===== config.mk =====
export PLATFORM = sky130hd
export DESIGN_NAME = seq_det_prog
export DESIGN_NICKNAME = d
export VERILOG_FILES = /design/src/rtl/seq_det_pkg.sv /design/src/rtl/seq_det_sat_cnt.sv /design/src/rtl/seq_det_prog.sv
export SDC_FILE = /design/constraint.sdc
export NUM_CORES = 1
export LEC_CHECK = 0
export ABC_AREA = 1
export CAP_MARGIN = 40
export CORE_MARGIN = 4
export CORE_UTILIZATION = 55
export DETAILED_ROUTE_END_ITERATION = 8
export PLACE_DENSITY = 0.81
export SLEW_MARGIN = 20
export SYNTH_ARGS = -nofsm -noshare
export SYNTH_HDL_FRONTEND = slang
export SYNTH_HIERARCHICAL = 1
export SYNTH_SLANG_ARGS = --single-unit

===== constraint.sdc =====
create_clock -name clk -period 2.8 [get_ports clk]
set_input_delay 0.42 -clock clk [delete_from_list [all_inputs] [get_ports clk]]
set_output_delay 0.42 -clock clk [all_outputs]
set_load 0.01 [all_outputs]

===== src/rtl/seq_det_pkg.sv =====
// Shared types and helpers for the programmable sequence detector.
package seq_det_pkg;

  typedef enum logic [1:0] {
    UNCFG = 2'd0,
    HUNT  = 2'd1,
    HIT   = 2'd2
  } state_e;

  // Width of a field able to hold the values 0..max_len inclusive.
  function automatic int unsigned len_w(input int unsigned max_len);
    return $clog2(max_len) + 1;
  endfunction

  function automatic int unsigned clamp_len(input int unsigned len,
                                            input int unsigned max_len);
    return (len > max_len) ? max_len : len;
  endfunction

endpackage


===== src/rtl/seq_det_sat_cnt.sv =====
// Saturating up-counter with synchronous clear; clear coincident with an
// increment leaves the count at one.
module seq_det_sat_cnt #(
  parameter int unsigned CNT_W = 8
) (
  input  logic             clk,
  input  logic             rst,
  input  logic             inc_i,
  input  logic             clr_i,
  output logic [CNT_W-1:0] cnt_o
);

  logic [CNT_W-1:0] cnt_q;
  logic [CNT_W-1:0] cnt_d;

  always_comb begin
    cnt_d = cnt_q;
    if (clr_i) begin
      cnt_d = inc_i ? CNT_W'(1) : '0;
    end else if (inc_i && (cnt_q != '1)) begin
      cnt_d = cnt_q + CNT_W'(1);
    end
  end

  always_ff @(posedge clk or negedge rst) begin
    if (!rst) begin
      cnt_q <= '0;
    end else begin
      cnt_q <= cnt_d;
    end
  end

  assign cnt_o = cnt_q;

endmodule


===== src/rtl/seq_det_prog.sv =====
// Programmable serial pattern detector with runtime overlap selection.
// Optional match counter is built when SEQ_DET_COUNT_EN is defined.
module seq_det_prog
  import seq_det_pkg::*;
#(
  parameter  int unsigned MAX_LEN = 8,
  parameter  int unsigned CNT_W   = 8,
  localparam int unsigned LEN_W   = len_w(MAX_LEN)
) (
  input  logic               clk,
  input  logic               rst,
  input  logic               cfg_load,
  input  logic [MAX_LEN-1:0] cfg_pattern,
  input  logic [LEN_W-1:0]   cfg_len,
  input  logic               cfg_overlap,
  input  logic               in_valid,
  input  logic               in_bit,
  input  logic               cnt_clr,
  output logic               match,
  output logic [CNT_W-1:0]   match_count,
  output logic               armed
);

  state_e             state_q, state_d;
  logic [MAX_LEN-1:0] win_q, win_d;
  logic [MAX_LEN-1:0] pat_q, pat_d;
  logic [LEN_W-1:0]   len_q, len_d;
  logic [LEN_W-1:0]   fill_q, fill_d;
  logic               ovl_q, ovl_d;

  logic [LEN_W-1:0]   eff_len;
  logic [MAX_LEN-1:0] shift_win;
  logic [LEN_W-1:0]   fill_inc;
  logic [MAX_LEN-1:0] len_mask;
  logic               hit;

  assign eff_len   = LEN_W'(clamp_len(32'(cfg_len), MAX_LEN));
  assign shift_win = {win_q[MAX_LEN-2:0], in_bit};
  assign fill_inc  = (fill_q >= len_q) ? len_q : fill_q + LEN_W'(1);

  always_comb begin
    len_mask = '0;
    for (int unsigned i = 0; i < MAX_LEN; i++) begin
      len_mask[i] = (LEN_W'(i) < len_q);
    end
  end

  always_ff @(posedge clk or negedge rst) begin
    if (!rst) begin
      state_q <= UNCFG;
    end else begin
      state_q <= state_d;
    end
  end

  always_ff @(posedge clk or negedge rst) begin
    if (!rst) begin
      win_q  <= '0;
      pat_q  <= '0;
      len_q  <= '0;
      fill_q <= '0;
      ovl_q  <= 1'b0;
    end else begin
      win_q  <= win_d;
      pat_q  <= pat_d;
      len_q  <= len_d;
      fill_q <= fill_d;
      ovl_q  <= ovl_d;
    end
  end

  // A config load wins over a same-cycle valid bit, which is dropped.
  always_comb begin
    state_d = state_q;
    win_d   = win_q;
    pat_d   = pat_q;
    len_d   = len_q;
    fill_d  = fill_q;
    ovl_d   = ovl_q;
    hit     = 1'b0;
    if (cfg_load) begin
      pat_d   = cfg_pattern;
      len_d   = eff_len;
      ovl_d   = cfg_overlap;
      win_d   = '0;
      fill_d  = '0;
      state_d = (eff_len == '0) ? UNCFG : HUNT;
    end else begin
      unique case (state_q)
        UNCFG: state_d = UNCFG;
        HUNT, HIT: begin
          state_d = HUNT;
          if (in_valid) begin
            win_d  = shift_win;
            fill_d = fill_inc;
            if ((fill_inc == len_q) && (((shift_win ^ pat_q) & len_mask) == '0)) begin
              hit     = 1'b1;
              state_d = HIT;
              if (!ovl_q) begin
                fill_d = '0;
              end
            end
          end
        end
        default: state_d = UNCFG;
      endcase
    end
  end

  always_comb begin
    match = (state_q == HIT);
    armed = (state_q != UNCFG);
  end

`ifdef SEQ_DET_COUNT_EN
  seq_det_sat_cnt #(
    .CNT_W(CNT_W)
  ) u_cnt (
    .clk   (clk),
    .rst   (rst),
    .inc_i (hit),
    .clr_i (cnt_clr),
    .cnt_o (match_count)
  );
`else
  logic unused_cnt;
  assign unused_cnt  = cnt_clr ^ hit;
  assign match_count = '0;
`endif

endmodule


# Yosys cells after proc, flatten, opt, wreduce, memory -nomap -nowiden
# Cells that the tools add are included.
dict set report totals {
  regBits 26
  input_bits 19
  out_inout_bits 10
  wordCells 45
}
dict set report classes {
  n_addsub 1
  magnitude_cmp 10
  eq_ne 3
  mux 15
  bitwise_logic 2
  n_reduce_logical 8
}
# cell count
set op_table {}
lappend op_table {{two-way mux 4 bit} 7}
lappend op_table {{two-way mux 7 bit} 3}
lappend op_table {{less-than comparator 3 x 4 -> 1 bit (first input constant)} 4}
lappend op_table {{bitwise AND 8 bit} 1}
lappend op_table {{logical NOT 8 bit} 1}
lappend op_table {{less-than comparator 1 x 4 -> 1 bit (first input constant)} 2}
lappend op_table {{less-than comparator 2 x 4 -> 1 bit (first input constant)} 2}
lappend op_table {{two-way mux 2 bit} 4}
lappend op_table {{XOR 8 bit} 1}
lappend op_table {{nonzero test 2 bit} 3}
lappend op_table {{adder 4 x 1 -> 4 bit (second input constant)} 1}
lappend op_table {{equality test 4 bit} 1}
lappend op_table {{>= comparator 4 bit} 1}
lappend op_table {{greater-than comparator 4 bit (second input constant)} 1}
lappend op_table {{logical NOT 4 bit} 1}
lappend op_table {{equality test 2 x 1 -> 1 bit (second input constant)} 1}
lappend op_table {{equality test 2 bit (second input constant)} 1}
lappend op_table {{AND reduction 2 bit} 1}
lappend op_table {{OR reduction 2 bit} 1}
lappend op_table {{logical AND 1 bit} 1}
lappend op_table {{two-way mux 1 bit} 1}

# Depth between registers and ports, before layout
# Gate-level depths: netlist of run 1.
dict set report depth {
  ltp_word 8
  depth_mapped 12
  mapped_depth_nobuf 12
}

# Worst setup path after synthesis of run 1
# Ideal clock, no wire load.
dict set report synth_timing {
  path_type {flip-flop to flip-flop}
  from {register len_q[1]}
  to {register fill_q[2]}
  t_arrival_ps 1471
  setup_slack_ps 1213
  path_stages_with_launch 13
  n_path_buf 0
  period_less_slack_ps 1587
  cell_sequence {dfrtp_1 inv_2 ha_1 inv_1 nor2_1 o21ai_0 nand3_1 inv_1 nand2_1 o21ai_0 nor2_1 nand2_1 nand2_1}
}
dict set report synth_via {
  elab_chain_len 8
  elab_cells_between_ends 19
  classes_between {order compare: 9; eq/ne: 1; mux: 6; bitwise: 1; reduce/logical: 2}
}
# element line
set synth_lines {}
lappend synth_lines {{start: declaration} seq_det_prog.sv:27} ;# logic [LEN_W-1:0] len_q, len_d;
lappend synth_lines {{start signal: assignment} seq_det_prog.sv:66} ;# len_q <= len_d;
lappend synth_lines {{>= comparator 4 bit (tied with other cells)} seq_det_prog.sv:39} ;# assign fill_inc = (fill_q >= len_q) ? len_q : fill_q + LEN_W'(1);
lappend synth_lines {{two-way mux 4 bit / bitwise AND 8 bit (equally long branches)} {seq_det_prog.sv:39, seq_det_prog.sv:96}}
lappend synth_lines {{equality test 4 bit / logical NOT 8 bit (equally long branches)} seq_det_prog.sv:96} ;# if ((fill_inc == len_q) && (((shift_win ^ pat_q) & len_mask) == '0)) begin
lappend synth_lines {{logical AND 1 bit} seq_det_prog.sv:96}
lappend synth_lines {{two-way mux 4 bit (*)} seq_det_prog.sv:96}
lappend synth_lines {{two-way mux 4 bit (*)} seq_det_prog.sv:93} ;# if (in_valid) begin
lappend synth_lines {{two-way mux 4 bit (*)} seq_det_prog.sv:89} ;# unique case (state_q)
lappend synth_lines {{two-way mux 4 bit (*)} seq_det_prog.sv:81} ;# if (cfg_load) begin
lappend synth_lines {{end signal: assignment} seq_det_prog.sv:67} ;# fill_q <= fill_d;
lappend synth_lines {{end: declaration} seq_det_prog.sv:28} ;# logic [LEN_W-1:0] fill_q, fill_d;
# Mark *: on every way between the ends. The rest lies on a longest branch, timed or not. The select of a mux whose other input is x is not followed.
# A chain may end at the register's enable or synchronous reset.

# Final worst setup path of run 1
dict set report layout_timing {
  from {register len_q[1]}
  to {register fill_q[0]}
}
# The elaborated chain is that of the path after synthesis.

==> results of run 1 <==
## flip-flops by register name, indices dropped and copies added (netlist names)
signal / count
pat_q: 8
win_q: 7
fill_q: 4
len_q: 4
state_q: 2
ovl_q: 1
## worst paths after layout
check | slack, ps | cells past startpoint | end | start
max in group asynchronous | 2110 | 2 | len_q[0]$_DFFE_PN0P_ | rst
worst max register to register | 900 | 10 | fill_q[0]$_DFFE_PN0P_ | len_q[1]$_DFFE_PN0P_
worst min-delay path | 450 | 2 | pat_q[3]$_DFFE_PN0P_ | rst
worst min register to register | 530 | 2 | pat_q[6]$_DFFE_PN0P_ | pat_q[6]$_DFFE_PN0P_
min in group clk | 530 | 2 | pat_q[6]$_DFFE_PN0P_ | pat_q[6]$_DFFE_PN0P_
worst max-delay path | 900 | 10 | fill_q[0]$_DFFE_PN0P_ | len_q[1]$_DFFE_PN0P_
## final cells by class
type | count | area, um2
Fill cell | 224 | 782
Multi-Input combinational cell | 148 | 712
Sequential cell | 26 | 651
Timing Repair Buffer | 21 | 205
Inverter | 34 | 128
Tap cell | 30 | 37.5
Clock inverter | 1 | 30.0
Clock buffer | 3 | 22.5
## kinds of logic after synthesis
family | after synthesis | share of synthesized area, %
buffers and inverters | 45 | 13.0
DFF | 26 | 42.3
adders and majority gates | 7 | 5.70
AOI/OAI and AO/OA | 28 | 9.93
xor gates and xnor gates | 3 | 1.71
other | 1 | 0.244
and+or+nand+nor | 102 | 27.0
## cells in the final DEF, fill, tap and decap left out, types with 3 or more instances in the layout
master                            Yosys  routed
sky130_fd_sc_hd__conb_1               1       8
sky130_fd_sc_hd__dfrtp_1             26      26
sky130_fd_sc_hd__xor2_1               3       3
sky130_fd_sc_hd__ha_1                 7       7
sky130_fd_sc_hd__clkdlybuf4s50_1      0      19
sky130_fd_sc_hd__o22ai_1              7       7
sky130_fd_sc_hd__inv_1               30      30
sky130_fd_sc_hd__clkbuf_4             0       3
sky130_fd_sc_hd__nand2_1             74      74
sky130_fd_sc_hd__nand3_1             11      11
sky130_fd_sc_hd__o21ai_0             15      15
sky130_fd_sc_hd__inv_2                4       4
sky130_fd_sc_hd__nor2_1              11      11
sky130_fd_sc_hd__a21oi_1              4       4
## worst max-delay path, cell delays in order, from the launching register on
cell,delay [ps]
sky130_fd_sc_hd__dfrtp_1,430
sky130_fd_sc_hd__inv_2,100
sky130_fd_sc_hd__ha_1,320
sky130_fd_sc_hd__inv_1,60
sky130_fd_sc_hd__nor2_1,30
sky130_fd_sc_hd__o21ai_0,150
sky130_fd_sc_hd__nand3_1,220
sky130_fd_sc_hd__o21ai_0,280
sky130_fd_sc_hd__nor2_1,80
sky130_fd_sc_hd__nand2_1,90
sky130_fd_sc_hd__nand2_1,50
## layer usage
layer,up-vias,global-route usage (%),wire length [um]
met5,-,0,0
met2,45,35.3,1590
met3,5,2.98,210
met4,0,5.88,24
li1,686,-,-
met1,639,21.7,1360
## synthesized netlist by cell type
library cell / number
sky130_fd_sc_hd__a21oi_1: 4
sky130_fd_sc_hd__nand2_1: 74
sky130_fd_sc_hd__clkbuf_1: 2
sky130_fd_sc_hd__buf_2: 1
sky130_fd_sc_hd__nand3_2: 1
sky130_fd_sc_hd__o41ai_1: 1
sky130_fd_sc_hd__nand3_1: 11
sky130_fd_sc_hd__nor2_1: 11
sky130_fd_sc_hd__o21ai_1: 1
sky130_fd_sc_hd__o22ai_1: 7
sky130_fd_sc_hd__ha_1: 7
sky130_fd_sc_hd__nand2_2: 1
sky130_fd_sc_hd__buf_4: 8
sky130_fd_sc_hd__o21ai_0: 15
sky130_fd_sc_hd__inv_2: 4
sky130_fd_sc_hd__dfrtp_1: 26
sky130_fd_sc_hd__nand4_1: 2
sky130_fd_sc_hd__inv_1: 30
sky130_fd_sc_hd__conb_1: 1
sky130_fd_sc_hd__xor2_1: 3
sky130_fd_sc_hd__nor2_2: 2
## power by group
group	total [mW]	internal, mW	switching [mW]
registers	0.437	0.405	0.0319
logic	0.268	0.104	0.164
clock network	0.259	0.145	0.115
## through the flow
stage	cell area (um2)	power, mW
after floorplan	1560	0.630
after global placement	1730	0.696
after detailed placement	1730	0.708
after CTS	1790	0.968
after global routing	1790	1.03
final	1790	0.964
==> summary.txt, run 1 <==
Floorplan
  • Die Y: 60.9 um
  • Area inside the core boundary: 2570 um2
  • Die area: 3700 um2
  • Initial core utilization: 59.8%
  • Number of top-level pins: 29
  • Width of the chip: 60.9 um
  • Placement Rows: 18

Placed design
  • Final estimated routing congestion in global placement: 0.836
  • HPWL after DPL: 2.47 mm
  • I/O Buffers: 19
  • Placed insts: 259
  • Minimum setup slack after placement: 710 ps

Route
  • Via count: 1375
  • Wire length reported by the detailed router: 3.18 mm
  • Per-cell routed wire length: 12.1 um
  • DRC Markers: 0
  • Number of detailed-routing iterations run before antenna repair: 4
  • Count of routing violations after the opening detailed-route iteration: 48
  • Number of nets with antenna violations after routing: 0
  • Vias/cell: 5.23

Global routing
  • Pin count of the biggest net entering global routing: 27
  • Wire length of the first global-routing pass: 5.38 mm
  • Number of global-route vias before repair: 1316
  • Leftover overflow at the end of global routing: 0
  • Overall global routing resource usage: 18.8%
  • Initial antenna violation count: 0

CTS
  • Hold bufs inserted after CTS: 0
  • Clk sinks: 26
  • Clock Tree Buf Depth: 2
  • # H-tree levels: 1
  • Worst skew pair latency: 320 ps
  • CTS buffer count: 3
  • Reg clk slew, reported paths: 140 ps
  • Clock tree from TritonCTS: yes
  • Post CTS Setup Buffer Count: 0
  • Cell at the root of the clock tree: sky130_fd_sc_hd__clkbuf_4
  • CTS resizes: 0

Job
  • Number of maximum-capacitance violations: 0

Power
  • Static Leak: 0.931 nW
  • Worst IR Drop VDD: 0.480 mV
  • Total power divided by cell area: 540 nW/um2

Finish
  • Non-filler cells in the finished layout: 263
  • Core Util, Final: 69.5%
  • Post-layout net count: 260
  • Diodes inserted: 0
  • Proportion of layout cells with a drive suffix above 1: 6.01%
  • Area overhead of the layout relative to synthesis: 16.2%

Setup path
  • Highest fanout seen on the critical path: 7
  • Crit path kind: flop to flop
  • WP data arrival: 2130 ps
  • Kind of launch point of the worst setup path: flop
  • Data required time of the worst path: 3030 ps
  • Element type at the critical path end: flop

Synthesis
  • Combined area of all synthesized cells: 1540 um2
  • Top cell type by total area after synthesis: sky130_fd_sc_hd__dfrtp_1
  • Count of distinct cell types in the synthesized netlist: 21
  • Sequential fraction of the synthesis area: 42.3%
  • Synthesis Warnings: 6
  • Synthesized area per cell: 7.25 um2
  • Main area contributors after synthesis: sky130_fd_sc_hd__dfrtp_1 (42%), sky130_fd_sc_hd__nand2_1 (18%), sky130_fd_sc_hd__inv_1 (7.3%), sky130_fd_sc_hd__ha_1 (5.7%), sky130_fd_sc_hd__o21ai_0 (4.9%)
  • Gate Count Post-Synth: 212
  • Proportion of netlist area held by the largest area contributor: 42.3%
  • Number of synthesized register bits: 26

Timing
  • RSZ-0062 raised after global routing: false
  • Final Skew: 2.88 ps
  • Total count of hold-check failures in the final report: 0
  • Final period demand of the worst path: 1900 ps
  • Final slew viol count: 0
  • Portion of the clock cycle consumed by the worst path in the final layout: 67.9%
  • Final setup vio count: 0
  • Final setup margin: 897 ps
  • Hold slack final: 448 ps
  • Max Fclk: 0.526 GHz
  • Sum of negative setup slack: 0 ps

Status
  • Run status: completed

Hold path
  • Worst min-delay path class: input pin to async pin
No activity file was read; power rests on OpenSTA's default activity.
==> run 2, diff against run 1 <==
CORE_UTILIZATION = 51   (was 55)
PLACE_DENSITY = 0.75   (was 0.81)
clock period = 2 ns   (was 2.8 ns; I/O delays follow)
==> summary.txt, run 2 (synthesis gave the netlist of run 1 again) <==
Timing
  • Portion of the clock cycle consumed by the worst path in the final layout: 93.3% (was 67.9%)
  • Final Skew: 4.16 ps (was 2.88 ps)
  • Final slew viol count: 0 (unchanged)
  • Final setup vio count: 0 (unchanged)
  • Total count of hold-check failures in the final report: 0 (unchanged)
  • Max Fclk: 0.536 GHz (was 0.526 GHz)
  • Final period demand of the worst path: 1870 ps (was 1900 ps)

CTS
  • Hold bufs inserted after CTS: 0 (unchanged)
  • Reg clk slew, reported paths: 150 ps (was 140 ps)
  • CTS buffer count: 3 (unchanged)
  • Worst skew pair latency: 320 ps (about the same)
  • Clock Tree Buf Depth: 2 (unchanged)
  • Clk sinks: 26 (unchanged)
  • Cell at the root of the clock tree: sky130_fd_sc_hd__clkbuf_4 (unchanged)
  • # H-tree levels: 1 (unchanged)
  • Clock tree from TritonCTS: yes (unchanged)

Placed design
  • I/O Buffers: 19 (unchanged)
  • HPWL after DPL: 2.25 mm (was 2.47 mm)
  • Final estimated routing congestion in global placement: 0.861 (was 0.836)
  • Placed insts: 260 (was 259)
  • Post-place instance area: 1730 um2 (about the same)

Floorplan
  • Placement Rows: 19 (was 18)
  • Number of top-level pins: 29 (unchanged)
  • Initial core utilization: 54.3% (was 59.8%)
  • Die Y: 62.9 um (was 60.9 um)
  • Die area: 3960 um2 (was 3700 um2)
  • Width of the chip: 62.9 um (was 60.9 um)
  • Area inside the core boundary: 2830 um2 (was 2570 um2)

Finish
  • Non-filler cells in the finished layout: 265 (was 263)
  • Fill cell total of the finished layout: 257 (was 224)
  • Number of flip-flops under the largest register name: 8 (unchanged)
  • Post-route design area: 1800 um2 (was 1790 um2)
  • Area overhead of the layout relative to synthesis: 17.1% (was 16.2%)
  • Most common cell after layout, fill and taps aside: sky130_fd_sc_hd__nand2_1 (unchanged)
  • Core Util, Final: 63.6% (was 69.5%)
  • Biggest regs: pat_q (8), win_q (7) (unchanged)
  • Proportion of layout cells with a drive suffix above 1: 6.84% (was 6.01%)
  • Post-layout net count: 261 (was 260)
  • Most frequent cells in the layout: sky130_fd_sc_hd__nand2_1 (74), sky130_fd_sc_hd__inv_1 (30), sky130_fd_sc_hd__dfrtp_1 (26) (unchanged)
  • Largest register by flop count: pat_q (unchanged)
  • Diodes inserted: 0 (unchanged)

Global routing
  • Pin count of the biggest net entering global routing: 27 (unchanged)
  • Leftover overflow at the end of global routing: 0 (unchanged)
  • Initial antenna violation count: 0 (unchanged)
  • Wire length of the first global-routing pass: 5.44 mm (was 5.38 mm)
  • Number of global-route vias before repair: 1220 (was 1316)
  • Overall global routing resource usage: 16.9% (was 18.8%)

Hold path
  • Worst min-delay path class: input pin to async pin (unchanged)

Route
  • Number of nets with antenna violations after routing: 0 (unchanged)
  • Via count: 1325 (was 1375)
  • Number of detailed-routing iterations run before antenna repair: 4 (unchanged)
  • Per-cell routed wire length: 11.2 um (was 12.1 um)
  • Wire length reported by the detailed router: 2.97 mm (was 3.18 mm)
  • Vias/cell: 5.00 (was 5.23)
  • DRC Markers: 0 (unchanged)
  • Count of routing violations after the opening detailed-route iteration: 86 (was 48)

Power
  • Worst IR Drop VDD: 0.351 mV (was 0.480 mV)
  • Total power divided by cell area: 752 nW/um2 (was 540 nW/um2)
  • Static Leak: 0.940 nW (was 0.931 nW)

Job
  • Number of maximum-capacitance violations: 0 (unchanged)

Setup path
  • FF-to-FF End: fill_q[2]$_DFFE_PN0P_ (was fill_q[0]$_DFFE_PN0P_)
  • Cells on worst reg2reg path: 12 (was 10)
  • Minimum setup slack among reg-to-reg paths: 130 ps (was 900 ps)
  • Crit path kind: flop to flop (unchanged)
  • WP data arrival: 2100 ps (was 2130 ps)
  • Highest fanout seen on the critical path: 7 (unchanged)
  • Element type at the critical path end: flop (unchanged)
  • Startpoint of the lowest-slack register-to-register path: len_q[1]$_DFFE_PN0P_ (unchanged)
  • Data required time of the worst path: 2230 ps (was 3030 ps)
  • Kind of launch point of the worst setup path: flop (unchanged)

Status
  • Run status: completed (unchanged)
==> run 2: cell count changes in the layout (fill, tap and decap cells not counted) <==
cell	delta
sky130_fd_sc_hd__o21ai_1	+1
sky130_fd_sc_hd__nand3_1	-1
sky130_fd_sc_hd__nand3_2	+1
sky130_fd_sc_hd__o21ai_0	-1
sky130_fd_sc_hd__buf_4	+1
==> run 2: critical path, stage by stage, from the launching register on <==
cell	delay, ps
sky130_fd_sc_hd__dfrtp_1	420
sky130_fd_sc_hd__inv_2	90
sky130_fd_sc_hd__ha_1	310
sky130_fd_sc_hd__inv_1	60
sky130_fd_sc_hd__nor2_1	30
sky130_fd_sc_hd__o21ai_0	190
sky130_fd_sc_hd__nand3_2	180
sky130_fd_sc_hd__inv_1	150
sky130_fd_sc_hd__nand2_1	70
sky130_fd_sc_hd__o21ai_0	100
sky130_fd_sc_hd__nor2_1	60
sky130_fd_sc_hd__nand2_1	70
sky130_fd_sc_hd__nand2_1	40
==> run 2: cell type report <==
| type | count | area [um2] | area share [%] |
|---|---|---|---|
| inverters | 34 | 128 | 7.09 |
| well taps | 31 | 38.8 | 2.16 |
| repair buffers | 22 | 213 | 11.8 |
| multi-input cells | 148 | 717 | 39.8 |
| flip-flops and latches | 26 | 651 | 36.2 |
| clock buffers | 3 | 22.5 | 1.25 |
| clock inverters | 1 | 30.0 | 1.67 |
==> run 2: worst max-delay path by stage <==
stage / cells past startpoint / start / end / slack [ps]
6_report: 12 / len_q[1]$_DFFE_PN0P_ / fill_q[2]$_DFFE_PN0P_ / 130
5_1_grt: 12 / len_q[1]$_DFFE_PN0P_ / fill_q[2]$_DFFE_PN0P_ / -30
4_1_cts: 12 / len_q[1]$_DFFE_PN0P_ / fill_q[2]$_DFFE_PN0P_ / 150
3_5_place_dp: 12 / len_q[1]$_DFFE_PN0P_ / fill_q[2]$_DFFE_PN0P_ / 220
3_3_place_gp: 10 / len_q[2]$_DFFE_PN0P_ / fill_q[0]$_DFFE_PN0P_ / 240
2_1_floorplan: 12 / len_q[1]$_DFFE_PN0P_ / fill_q[2]$_DFFE_PN0P_ / 410
==> run 2: repair_timing <==
action | in CTS | in global routing
endpoints found under the hold margin | 0 | 0
resized for setup | 0 | 2
buffers inserted | 0 | 1
setup endpoints to repair | 0 | 2
==> run 2: through the flow <==
step           hold WS [ps]  power (mW)  setup WS, ps  TNS (ps)
2_1_floorplan          4.41       0.881           413         0
3_3_place_gp            483       0.979           237         0
3_5_place_dp            492       0.985           218         0
4_1_cts                 328        1.35           146         0
5_1_grt                 345        1.47         -30.2     -30.2
6_report                321        1.35           135         0
==> run 2: routing by layer <==
metal | global-route usage [%] | share of wire (%) | vias up
met5 | 0 | 0 | -
met4 | 3.31 | 0 | 0
met3 | 3.60 | 7.3 | 0
met2 | 26.9 | 46 | 44
met1 | 23.6 | 47 | 588
li1 | - | - | 693
==> run 2: power breakdown <==
part	total, mW	internal [mW]	leakage (nW)	switching (mW)
Clock	0.361	0.203	0.0279	0.159
Combinational	0.381	0.149	0.577	0.232
Sequential	0.611	0.567	0.336	0.0437
==> run 3, diff against run 2 <==
CORE_UTILIZATION = 50   (was 51)
PLACE_DENSITY = 0.74   (was 0.75)
==> summary.txt, run 3 (synthesis gave the netlist of run 1 again) <==
CTS
  • Clock Tree Buf Depth: 2 (unchanged)
  • # H-tree levels: 1 (unchanged)
  • Clock tree from TritonCTS: yes (unchanged)
  • Hold bufs inserted after CTS: 0 (unchanged)
  • Worst skew pair latency: 320 ps (about the same)
  • CTS buffer count: 3 (unchanged)
  • Cell at the root of the clock tree: sky130_fd_sc_hd__clkbuf_4 (unchanged)
  • Clk sinks: 26 (unchanged)
  • Post CTS Setup Buffer Count: 0 (unchanged)
  • Reg clk slew, reported paths: 140 ps (was 150 ps)
  • CTS resizes: 0 (unchanged)

Finish
  • Biggest regs: pat_q (8), win_q (7) (unchanged)
  • Area overhead of the layout relative to synthesis: 16.3% (was 17.1%)
  • Proportion of layout cells with a drive suffix above 1: 6.01% (was 6.84%)
  • Largest register by flop count: pat_q (unchanged)
  • Most frequent cells in the layout: sky130_fd_sc_hd__nand2_1 (74), sky130_fd_sc_hd__inv_1 (30), sky130_fd_sc_hd__dfrtp_1 (26) (unchanged)
  • Most common cell after layout, fill and taps aside: sky130_fd_sc_hd__nand2_1 (unchanged)
  • Number of flip-flops under the largest register name: 8 (unchanged)
  • Fill cell total of the finished layout: 280 (was 257)
  • Post-layout net count: 260 (was 261)
  • Diodes inserted: 0 (unchanged)

Power
  • Total power divided by cell area: 748 nW/um2 (was 752 nW/um2)
  • Static Leak: 0.931 nW (was 0.940 nW)
  • Worst IR Drop VDD: 0.498 mV (was 0.351 mV)

Timing
  • Final setup margin: 155 ps (was 135 ps)
  • Portion of the clock cycle consumed by the worst path in the final layout: 92.3% (was 93.3%)
  • Final Skew: 4.20 ps (was 4.16 ps)
  • Total count of hold-check failures in the final report: 0 (unchanged)
  • RSZ-0062 raised after global routing: false
  • Final period demand of the worst path: 1850 ps (was 1870 ps)
  • Final setup vio count: 0 (unchanged)
  • Final slew viol count: 0 (unchanged)
  • Max Fclk: 0.542 GHz (was 0.536 GHz)
  • Sum of negative setup slack: 0 ps (unchanged)

Global routing
  • Met3 Resource Use GR: 3.20% (was 3.60%)
  • Number of global-route vias before repair: 1158 (was 1220)
  • GRT met2 Usage: 23.6% (was 26.9%)
  • Initial antenna violation count: 0 (unchanged)
  • Overall global routing resource usage: 15.7% (was 16.9%)
  • Wire length of the first global-routing pass: 5.09 mm (was 5.44 mm)
  • Pin count of the biggest net entering global routing: 27 (unchanged)
  • Leftover overflow at the end of global routing: 0 (unchanged)
  • Met1 usage in global routing: 22.6% (was 23.6%)
  • Gr busiest metal: met2 (unchanged)

Setup path
  • Kind of launch point of the worst setup path: flop (unchanged)
  • Element type at the critical path end: flop (unchanged)
  • Critical path cell sequence: inv_2 -> ha_1 -> nand2_1 -> inv_1 -> o21ai_0 -> nand3_1 -> inv_1 -> nand2_1 -> o21ai_0 -> nor2_1 -> nand2_1 -> nand2_1 (was inv_2 -> ha_1 -> inv_1 -> nor2_1 -> o21ai_0 -> nand3_2 -> inv_1 -> nand2_1 -> o21ai_0 -> nor2_1 -> nand2_1 -> nand2_1)
  • Highest fanout seen on the critical path: 7 (unchanged)
  • Data required time of the worst path: 2230 ps (about the same)
  • WP data arrival: 2080 ps (was 2100 ps)
  • Cells on worst reg2reg path: 12 (unchanged)
  • FF-to-FF End: fill_q[2]$_DFFE_PN0P_ (unchanged)
  • Max stage delay on crit path: 480 ps (was 420 ps)
  • CP max stage cell: sky130_fd_sc_hd__dfrtp_1 (unchanged)
  • Crit path kind: flop to flop (unchanged)
  • Most used cell along the critical path: sky130_fd_sc_hd__nand2_1 (unchanged)
  • Minimum setup slack among reg-to-reg paths: 150 ps (was 130 ps)
  • Startpoint of the lowest-slack register-to-register path: len_q[2]$_DFFE_PN0P_ (was len_q[1]$_DFFE_PN0P_)

Route
  • Via count: 1294 (was 1325)
  • Per-cell routed wire length: 10.8 um (was 11.2 um)
  • DRC Markers: 0 (unchanged)
  • Vias/cell: 4.90 (was 5.00)
  • Number of detailed-routing iterations run before antenna repair: 4 (unchanged)
  • Count of routing violations after the opening detailed-route iteration: 37 (was 86)
  • Wire length reported by the detailed router: 2.86 mm (was 2.97 mm)
  • Number of nets with antenna violations after routing: 0 (unchanged)

Status
  • Run status: completed (unchanged)

Floorplan
  • Width of the chip: 63.4 um (was 62.9 um)
  • Number of top-level pins: 29 (unchanged)
  • Die area: 4020 um2 (was 3960 um2)
  • Placement Rows: 19 (unchanged)
  • Die Y: 63.4 um (was 62.9 um)
  • Initial core utilization: 53.9% (was 54.3%)
  • Area inside the core boundary: 2850 um2 (was 2830 um2)

Job
  • Number of maximum-capacitance violations: 0 (unchanged)

Placed design
  • Minimum setup slack after placement: 210 ps (was 218 ps)
  • HPWL after DPL: 2.25 mm (about the same)
  • Final estimated routing congestion in global placement: 0.838 (was 0.861)
  • I/O Buffers: 19 (unchanged)

Hold path
  • Worst min-delay path class: input pin to async pin (unchanged)
[run 3: cell type report]
class	count	area (um2)	share of cell area (%)
repair buffers	21	205	11.5
clock buffers	3	22.5	1.26
clock inverters	1	30.0	1.68
flip-flops and latches	26	651	36.4
well taps	31	38.8	2.17
inverters	34	128	7.14
multi-input cells	148	712	39.8
[run 3: per-stage QoR]
step | std cells | cell area (um2) | util (%) | power [mW] | hold slack (ps)
after floorplan | 219 | 1560 | - | 0.881 | 4.41
after global placement | 260 | 1730 | 60.8 | 0.980 | 488
after detailed placement | 260 | 1730 | 60.8 | 0.984 | 487
after CTS | 264 | 1790 | 62.6 | 1.35 | 327
after global routing | 264 | 1790 | 62.6 | 1.44 | 329
final | 264 | 1790 | 62.6 | 1.34 | 314
[run 3: worst max path at each step]
stage	startpoint	end	slack, ps	cells past startpoint
floorplan	len_q[1]$_DFFE_PN0P_	fill_q[2]$_DFFE_PN0P_	410	12
global placement	len_q[1]$_DFFE_PN0P_	fill_q[2]$_DFFE_PN0P_	240	12
detailed placement	len_q[1]$_DFFE_PN0P_	fill_q[2]$_DFFE_PN0P_	210	12
CTS	len_q[1]$_DFFE_PN0P_	fill_q[2]$_DFFE_PN0P_	180	12
global route	len_q[2]$_DFFE_PN0P_	fill_q[2]$_DFFE_PN0P_	20	12
finish	len_q[2]$_DFFE_PN0P_	fill_q[2]$_DFFE_PN0P_	150	12
[run 3: critical path, delay by kind of cell, from the launching register on]
family	cells	cell delay (ps)
flip-flops	1	480
AO/OA/AOI/OAI	2	150
adder cells (fa/ha/maj)	1	290
AND/OR/NAND/NOR	6	530
buffers and inverters	3	300
[run 3: per-layer routing]
metal,part of all wire (%),routed length [um]
met1,49,1400
met2,45,1280
met3,5.0,143
met4,1.4,40
met5,0,0
[run 3: where the power goes]
group | internal (mW) | leakage (nW) | switching (mW)
Sequential | 0.567 | 0.336 | 0.0434
Combinational | 0.144 | 0.567 | 0.221
Clock | 0.203 | 0.0279 | 0.159
